===== src/rtl/node_unloader_pkg.sv =====
// Shared definitions for the node unloader: FSM state encoding, write-enable pattern
// and counter sizing helper.
package node_unloader_pkg;

  typedef enum logic [1:0] {
    IDLE = 2'd0,
    XFER = 2'd1,
    DONE = 2'd2
  } state_t;

  localparam logic [7:0] WE_ALL = 8'hFF;

  // Word counter width; a single-word unload still needs a 1-bit counter.
  function automatic int cnt_width(input int cnt);
    return (cnt > 1) ? $clog2(cnt) : 1;
  endfunction

endpackage


===== src/rtl/node_unloader_shift_out.sv =====
// Parallel-load, serial-out word shifter feeding the unloader bus.
// UNLOAD_REVERSE_EN: shift toward the MSBs and present the top word (highest index first).
module node_unloader_shift_out #(
  parameter int N   = 16,
  parameter int CNT = 7
) (
  input  logic               i_clk,
  input  logic               i_rst,
  input  logic               i_load,
  input  logic [N*CNT-1:0]   i_data,
  input  logic               i_shift,
  output logic [N-1:0]       o_word
);

  logic [N*CNT-1:0] r_buf;

  always_ff @(posedge i_clk) begin
    if (i_rst) begin
      r_buf <= '0;
    end else if (i_load) begin
      r_buf <= i_data;
    end else if (i_shift) begin
`ifdef UNLOAD_REVERSE_EN
      r_buf <= r_buf << N;
`else
      r_buf <= r_buf >> N;
`endif
    end
  end

`ifdef UNLOAD_REVERSE_EN
  assign o_word = r_buf[N*CNT-1 -: N];
`else
  assign o_word = r_buf[N-1:0];
`endif

endmodule


===== src/rtl/node_unloader.sv =====
// Serialises a CNT-word snapshot onto the shared bus, one word per granted cycle,
// with matching RAM address/write-enable. Word order selectable via UNLOAD_REVERSE_EN.
module node_unloader
  import node_unloader_pkg::*;
#(
  parameter int N      = 16,
  parameter int CNT    = 7,
  parameter int A      = 32,
  parameter int STRIDE = 1
) (
  input  logic               i_clk,
  input  logic               i_rst,
  input  logic               i_start,
  input  logic [N*CNT-1:0]   i_data_in,
  input  logic [A-1:0]       i_base_addr,
  input  logic               i_bus_gnt,
  output logic [N-1:0]       o_bus_out,
  output logic               o_bus_oe,
  output logic [A-1:0]       o_mem_addr,
  output logic [7:0]         o_mem_we,
  output logic               o_busy,
  output logic               o_done
);

  localparam int KW = cnt_width(CNT);

  state_t          r_state;
  logic [KW-1:0]   r_k;
  logic [A-1:0]    r_addr;
  logic            r_busy;
  logic            r_done;

  logic            w_load;
  logic            w_beat;
  logic            w_last;

  assign w_load = (r_state == IDLE) && i_start;
  assign w_beat = (r_state == XFER) && i_bus_gnt;
  assign w_last = (r_k == KW'(CNT - 1));

  node_unloader_shift_out #(
    .N   (N),
    .CNT (CNT)
  ) u_shift (
    .i_clk   (i_clk),
    .i_rst   (i_rst),
    .i_load  (w_load),
    .i_data  (i_data_in),
    .i_shift (w_beat),
    .o_word  (o_bus_out)
  );

  always_ff @(posedge i_clk) begin
    if (i_rst) begin
      r_state <= IDLE;
      r_k     <= '0;
      r_addr  <= '0;
      r_busy  <= 1'b0;
      r_done  <= 1'b0;
    end else begin
      r_done <= 1'b0;
      case (r_state)
        IDLE: begin
          if (i_start) begin
            r_addr  <= i_base_addr;
            r_k     <= '0;
            r_busy  <= 1'b1;
            r_state <= XFER;
          end
        end
        XFER: begin
          if (i_bus_gnt) begin
            // Address wraps modulo 2^A by plain truncation.
            r_addr <= r_addr + A'(STRIDE);
            if (w_last) begin
              r_busy  <= 1'b0;
              r_done  <= 1'b1;
              r_state <= DONE;
            end else begin
              r_k <= r_k + KW'(1);
            end
          end
        end
        DONE: r_state <= IDLE;
        default: r_state <= IDLE;
      endcase
    end
  end

  // Drive enable follows the grant within the beat so a stalled cycle never writes.
  assign o_bus_oe   = w_beat;
  assign o_mem_we   = w_beat ? WE_ALL : 8'h00;
  assign o_mem_addr = r_addr;
  assign o_busy     = r_busy;
  assign o_done     = r_done;

endmodule

===== config.mk =====
export PLATFORM = sky130hd
export DESIGN_NAME = node_unloader
export DESIGN_NICKNAME = d
export VERILOG_FILES = /design/src/rtl/node_unloader_pkg.sv /design/src/rtl/node_unloader_shift_out.sv /design/src/rtl/node_unloader.sv
export SDC_FILE = /design/constraint.sdc
export NUM_CORES = 1
export LEC_CHECK = 0
export CAP_MARGIN = 20
export CORE_AREA = 5 5 139 141
export DETAILED_ROUTE_END_ITERATION = 8
export DIE_AREA = 0 0 144 146
export GPL_TIMING_DRIVEN = 0
export PLACE_DENSITY_LB_ADDON = 0.08
export SLEW_MARGIN = 20
export SYNTH_ARGS = -nofsm -noshare
export SYNTH_HDL_FRONTEND = slang
export SYNTH_SLANG_ARGS = --single-unit
export TNS_END_PERCENT = 50

===== constraint.sdc =====
create_clock -name i_clk -period 2.09 [get_ports i_clk]
set_input_delay 0.418 -clock i_clk [delete_from_list [all_inputs] [get_ports i_clk]]
set_output_delay 0.418 -clock i_clk [all_outputs]
set_load 0.02 [all_outputs]

==> results of run 1 <==
## synthesized netlist by cell type, types with 4 or more instances
cell type	count	area share
a21oi_1	34	0.024
a222oi_1	34	0.048
a22oi_1	18	0.019
a311oi_1	68	0.085
a31oi_1	5	0.0044
and2_1	4	0.0036
and3_1	8	0.0071
and4_1	7	0.0087
buf_1	5	0.0027
buf_2	11	0.0078
buf_4	26	0.028
clkbuf_1	55	0.029
dfxtp_1	151	0.43
inv_1	8	0.0043
mux2i_1	4	0.0057
nand2_1	161	0.086
nand3_1	23	0.016
nand4_1	9	0.0080
nor2_1	140	0.075
nor2b_1	6	0.0053
nor3_1	11	0.0078
o21ai_0	22	0.016
o22ai_1	5	0.0044
or3_1	5	0.0044
## layout make-up
class,count,area share
flip-flops and latches,151,0.295
repair buffers,228,0.221
clock buffers,18,0.0428
well taps,229,0.0279
clock inverters,14,0.0129
multi-input cells,614,0.342
plain buffers,98,0.0554
inverters,8,0.00317
## sequential cells by signal, indices dropped and copies added, names as in the netlist
name and count:
r_state 2, r_k 3, u_shift.r_buf 112, o_busy 1
o_done 1, o_mem_addr 32
## tightest hold or removal path: stages (launching register included)
cell	delay [ps]
dfxtp_1	310
nand2_1	50
a311oi_1	70
## power groups by stage
stage | clock [mW] | combinational, mW | sequential [mW]
after detailed placement | 0 | 1.51 | 3.37
after CTS | 3.03 | 1.59 | 3.30
after global placement | 0 | 1.51 | 3.36
after global routing | 3.16 | 1.73 | 3.34
after floorplan | 0 | 0.744 | 3.37
final | 3.00 | 1.60 | 3.31
## placed cells by master (no fill, tap or decap), types with 3 or more instances in the layout
cell type,synthesis,routed
mux2i_1,4,3
buf_4,26,44
clkbuf_2,0,24
clkdlybuf4s50_1,0,195
o22ai_1,5,5
buf_2,11,10
a32oi_1,3,3
nor2_1,140,140
and2_1,4,4
nand4_1,9,9
nand3_1,23,23
or3_1,5,5
and3_1,8,8
buf_12,0,3
o311ai_0,3,3
clkbuf_16,0,17
a31oi_1,5,5
nor3_1,11,11
and4_1,7,7
a21oi_1,34,34
a21o_1,3,3
dfxtp_1,151,149
buf_6,2,14
a222oi_1,34,34
o21ai_0,22,22
a311oi_1,68,68
nand2_1,161,160
clkbuf_1,55,30
a22oi_1,18,18
inv_1,8,7
nor2b_1,6,5
inv_6,0,7
## repair_timing
item,4_1_cts,5_1_grt
pin swaps,1,2
gates resized for setup,94,36
cloned,1,0
endpoints found under the setup margin,148,143
buffers inserted,12,10
## layer usage
layer / part of all wire / GRT usage
met1: 0.44 / 0.345
met2: 0.44 / 0.365
met3: 0.087 / 0.0582
met4: 0.028 / 0.0942
met5: 0 / 0
## logic make-up after synthesis
kind of cell               count (synthesis)
and+or+nand+nor                          392
xor gates and xnor gates                   2
muxes                                      5
DFF                                      151
adders and majority gates                  3
buffers and inverters                    108
AOI/OAI and AO/OA                        212
## final timing paths
kind                                          from                 to  cells after the start
worst max-delay path                 o_mem_addr[7]      o_mem_addr[7]                      1
worst min-delay path            u_shift.r_buf[101]  u_shift.r_buf[85]                      2
worst max register to register          r_state[0]  u_shift.r_buf[18]                      7
worst min register to register  u_shift.r_buf[101]  u_shift.r_buf[85]                      2
==> results.json, run 1 <==
{
  "postSynth.asyncResetShare": 0,
  "clkLatencyLatePin_ps": 430,
  "finalCritPeriodShare": 0.967,
  "die_h_um": 146,
  "setup_viol": 0,
  "switching_share": 0.305,
  "finalNonFillerCells": 1360,
  "place_area_sq_mm": 0.00938,
  "clockPowerShare": 0.379,
  "worstSetupStartpointType": "flip-flop",
  "peakVddDrop_mv": 0.671,
  "initial_core_util": 0.394,
  "cpMaxStageDelayCell": "clkdlybuf4s50_1",
  "share_comb_of_total_power": 0.202,
  "timing.hold.ws_ps": 480,
  "synth_edf_count": 0,
  "fin_crit_ps": 2020,
  "synthSimpleGateAreaFrac": 0.246,
  "min-delay-path-class": "reg -> reg",
  "power.total_mw": 7.91,
  "setup_tns_ps": 0,
  "dp_cells": 1308,
  "synthFlopType": "dfxtp_1",
  "clk_path_buf_depth": 2,
  "drive_above_1_share": 0.131,
  "p_leak_nw": 3.90,
  "synth-seq-area-share": 0.430,
  "synthCells": 873,
  "wl_per_cell_um": 19.5,
  "cts_sinks": 151,
  "place_congestion": 0.880,
  "cts_tree": "built",
  "seq_power_share": 0.418,
  "htreeDepth": 4,
  "max-slew-margin-rel": 0.531,
  "vias": 7629,
  "synth-adder-area-share": 0.00534,
  "grt_use_total": 0.246,
  "grt_max_degree": 17,
  "synth_cell_type_count": 60,
  "fin_ws_ps": 68.8,
  "area_growth_pct": 45.9,
  "p_sw_mw": 2.41,
  "place_ws_ps": -1310,
  "power.internal_mw": 5.50,
  "cts-root-buf": "clkbuf_16",
  "cp_top_family": "buffers and inverters",
  "diodes": 0,
  "critPathRequiredTime_ps": 1670,
  "ys_seq_elements": 151,
  "hold_viol": 0,
  "crit_path_max_fanout": 9,
  "postRouteAntennaNets": 0,
  "path_class": "reg -> out",
  "drv_slew": 0,
  "max_freq_mhz": 495,
  "arrival_ps": 1600,
  "final_core_util": 0.575,
  "powerDensity_mw_per_mm2": 771,
  "fillCellCount": 1694,
  "vias_per_cell": 5.61,
  "ff_latch_area_sq_mm": 0.00303,
  "crit_buf_inv": 1,
  "std_cell_rows": 49,
  "final_area_sq_mm": 0.0103,
  "remaining_drc_errors": 0,
  "dieArea_sq_mm": 0.0210,
  "drt_iter0_drc": 874,
  "first_pass_iters": 8,
  "hold_buffers": 0,
  "end_kind": "output pin",
  "synth_fp_nets": 1024,
  "r2r_setup_slack_ps": 110,
  "status": "complete, no violations",
  "synth_compound_area_frac": 0.233,
  "synthXorXnorAreaFrac": 0.00249,
  "fin_nets": 1269,
  "pin_count": 207,
  "crit_chain": "clkdlybuf4s50_1",
  "maxCapViolations": 0,
  "routed_wl_um": 26600,
  "synth_mux_area_frac": 0.00729,
  "cpPeakStageDelay_ps": 670,
  "cts_buffers": 17,
  "syn_area_sq_mm": 0.00704,
  "synth_top_family_by_area": "simple AND/OR/NAND/NOR gates",
  "multi_input_area_sq_mm": 0.00351,
  "hpwl_um": 19400,
  "path_clk_slew_ps": 70,
  "fp.dieW_um": 144,
  "grt_antenna_before_repair": 0,
  "grt_pass1_wl_um": 40500,
  "grt_pass1_vias": 7338,
  "io_buffer_count": 206,
  "grt.overflow.total": 0,
  "core_area_sq_mm": 0.0178,
  "synth_area_per_cell_sq_um": 8.06,
  "tightestPinTransition_ps": 703,
  "finClkSkew_ps": 7.72,
  "ys_warn_count": 0
}
Power figures use the tool's default switching activity.
==> run 2, diff against run 1 <==
--- a/config.mk
+++ b/config.mk
@@ -5,6 +5,7 @@
 export SDC_FILE = /design/constraint.sdc
 export NUM_CORES = 1
 export LEC_CHECK = 0
+export ABC_CLOCK_PERIOD_IN_PS = 2090
 export CAP_MARGIN = 20
 export CORE_AREA = 5 5 139 141
 export DETAILED_ROUTE_END_ITERATION = 8
==> results of run 2 <==
Same layout as run 1: the final DEF is identical, and so are final timing and power.
==> run 3, diff against run 2 <==
--- a/config.mk
+++ b/config.mk
@@ -5,13 +5,14 @@
 export SDC_FILE = /design/constraint.sdc
 export NUM_CORES = 1
 export LEC_CHECK = 0
-export ABC_CLOCK_PERIOD_IN_PS = 2090
+export ABC_CLOCK_PERIOD_IN_PS = 2350
 export CAP_MARGIN = 20
 export CORE_AREA = 5 5 139 141
 export DETAILED_ROUTE_END_ITERATION = 8
 export DIE_AREA = 0 0 144 146
 export GPL_TIMING_DRIVEN = 0
 export PLACE_DENSITY_LB_ADDON = 0.08
+export REMOVE_ABC_BUFFERS = 1
 export SLEW_MARGIN = 20
 export SYNTH_ARGS = -nofsm -noshare
 export SYNTH_HDL_FRONTEND = slang
==> constraint.sdc (replaced) <==
create_clock -name i_clk -period 2.35 [get_ports i_clk]
set_input_delay 0.47 -clock i_clk [delete_from_list [all_inputs] [get_ports i_clk]]
set_output_delay 0.47 -clock i_clk [all_outputs]
set_load 0.02 [all_outputs]
==> results.json, run 3 (synthesis results as in run 1) <==
{
  "powerDensity_mw_per_mm2": 693,
  "grt_max_degree": 95,
  "path_clk_slew_ps": 60,
  "timing.hold.ws_ps": 428,
  "clkLatencyLatePin_ps": 430,
  "grt_pass1_wl_um": 34800,
  "setup_viol": 0,
  "hp-start": "i_rst",
  "place_area_sq_mm": 0.00916,
  "final_area_sq_mm": 0.00989,
  "pin_count": 207,
  "wl_per_cell_um": 18.0,
  "hpwl_um": 14000,
  "grt.overflow.total": 0,
  "final_core_util": 0.554,
  "r2r_end": "o_mem_addr[6]",
  "whs_path_depth": 2,
  "final_cell_mix": "clkdlybuf4s50_1 (195), nand2_1 (160), dfxtp_1 (149)",
  "clk_path_buf_depth": 2,
  "maxCapViolations": 0,
  "grt_pass1_vias": 6577,
  "rr_startpoint": "r_state[0]",
  "routed_wl_um": 22800,
  "min-delay-path-class": "in -> reg",
  "io_buffer_count": 206,
  "crit_path_max_fanout": 24,
  "worstHoldEndpoint": "u_shift.r_buf[27]",
  "power.total_mw": 6.85,
  "dp_cells": 1219,
  "drt_iter0_drc": 521,
  "remaining_drc_errors": 0,
  "drive_above_1_share": 0.0823,
  "htreeDepth": 4,
  "cts_tree": "built",
  "max-slew-margin-rel": 0.488,
  "path_class": "reg -> out",
  "setup_tns_ps": 0,
  "fillCellCount": 1694,
  "place_congestion": 0.790,
  "status": "complete, no violations",
  "arrival_ps": 1830,
  "r2r.worst_path.cells": 7,
  "worstSetupStartpointType": "flip-flop",
  "end_kind": "output pin",
  "cts_sinks": 151,
  "max_freq_mhz": 435,
  "vias_per_cell": 5.55,
  "cts_buffers": 17,
  "tightestPinTransition_ps": 768,
  "finalNonFillerCells": 1263,
  "peakVddDrop_mv": 0.521,
  "largest_reg_flops": 112,
  "first_pass_iters": 5,
  "rsz0062_at_grt": "yes",
  "cts-root-buf": "clkbuf_16",
  "initial_core_util": 0.394,
  "drv_slew": 0,
  "fin_crit_ps": 2300,
  "final_common_cell": "clkdlybuf4s50_1",
  "fin_ws_ps": 51.0,
  "hold_buffers": 0,
  "cpPeakStageDelay_ps": 410,
  "std_cell_rows": 49,
  "finalCritPeriodShare": 0.978,
  "core_area_sq_mm": 0.0178,
  "fp.dieW_um": 144,
  "r2r_setup_slack_ps": 190,
  "critPathRequiredTime_ps": 1880,
  "p_leak_nw": 3.61,
  "finClkSkew_ps": 11.2,
  "crit_chain": "nor2b_4, nand2_8, buf_12, inv_16, buf_16, buf_2",
  "grt_use_total": 0.205,
  "cpMaxStageDelayCell": "dfxtp_4",
  "postRouteAntennaNets": 0,
  "dieArea_sq_mm": 0.0210,
  "fin_nets": 1171,
  "top_register": "u_shift.r_buf",
  "vias": 7013,
  "hold_viol": 0,
  "grt_antenna_before_repair": 1,
  "place_ws_ps": -1230,
  "area_growth_pct": 40.5,
  "die_h_um": 146
}
run 3: changes by cell type in the layout (fill, tap and decap cells not counted), sizes merged, moves of 2 or more:
cell | previous run | this run
clkbuf | 74 | 18
buf | 72 | 27
inv | 17 | 14
bufbuf | 0 | 2
clkinv | 3 | 5
clkinvlp | 2 | 4
run 3: layout make-up:
type | instances | area, sq um | area share
Inverter | 8 | 46.3 | 0.00468
Clock inverter | 14 | 119 | 0.0120
Antenna cell | 1 | 2.50 | 0.000253
Timing Repair Buffer | 225 | 2410 | 0.244
Clock buffer | 18 | 439 | 0.0444
Timing Repair inverter | 1 | 8.76 | 0.000886
Multi-Input combinational cell | 616 | 3540 | 0.358
Tap cell | 229 | 287 | 0.0290
Sequential cell | 151 | 3030 | 0.307
run 3: routing by layer:
layer  global-route usage  part of all wire  vias to the layer above
li1                     -                 -                     3463
met1                0.272              0.44                     3299
met2                0.323              0.47                      226
met3               0.0634             0.077                       25
met4               0.0570             0.015                        0
met5                    0                 0                        -
run 3: critical path, delay by kind of cell (launching register included):
kind / cells / cell delay (ps)
buffers and inverters: 4 / 640
and+or+nand+nor: 2 / 330
DFF: 1 / 410
run 3: report_power, final:
group	switching [mW]	total [mW]	internal, mW	leakage, nW
sequential	0.156	2.92	2.76	1.25
clock	1.20	2.60	1.41	0.263
combinational	0.666	1.33	0.668	2.10
run 3: timing repair:
action,4_1_cts,5_1_grt
setup endpoints to repair,97,53
pin swaps,0,2
buffers inserted,3,3
gates cloned,3,2
gates resized for setup,49,2
run 3: how the worst max path moves through the flow:
stage	startpoint	endpoint	slack (ps)	cells past startpoint
4_1_cts	i_start	u_shift.r_buf[77]	20	6
5_1_grt	r_state[1]	o_mem_we[1]	-20	6
6_report	r_state[1]	o_mem_we[3]	50	6
3_3_place_gp	r_state[0]	o_mem_we[7]	-5340	4
3_5_place_dp	r_state[0]	o_mem_we[2]	-1230	6
2_1_floorplan	r_state[0]	o_mem_addr[17]	-3340	6
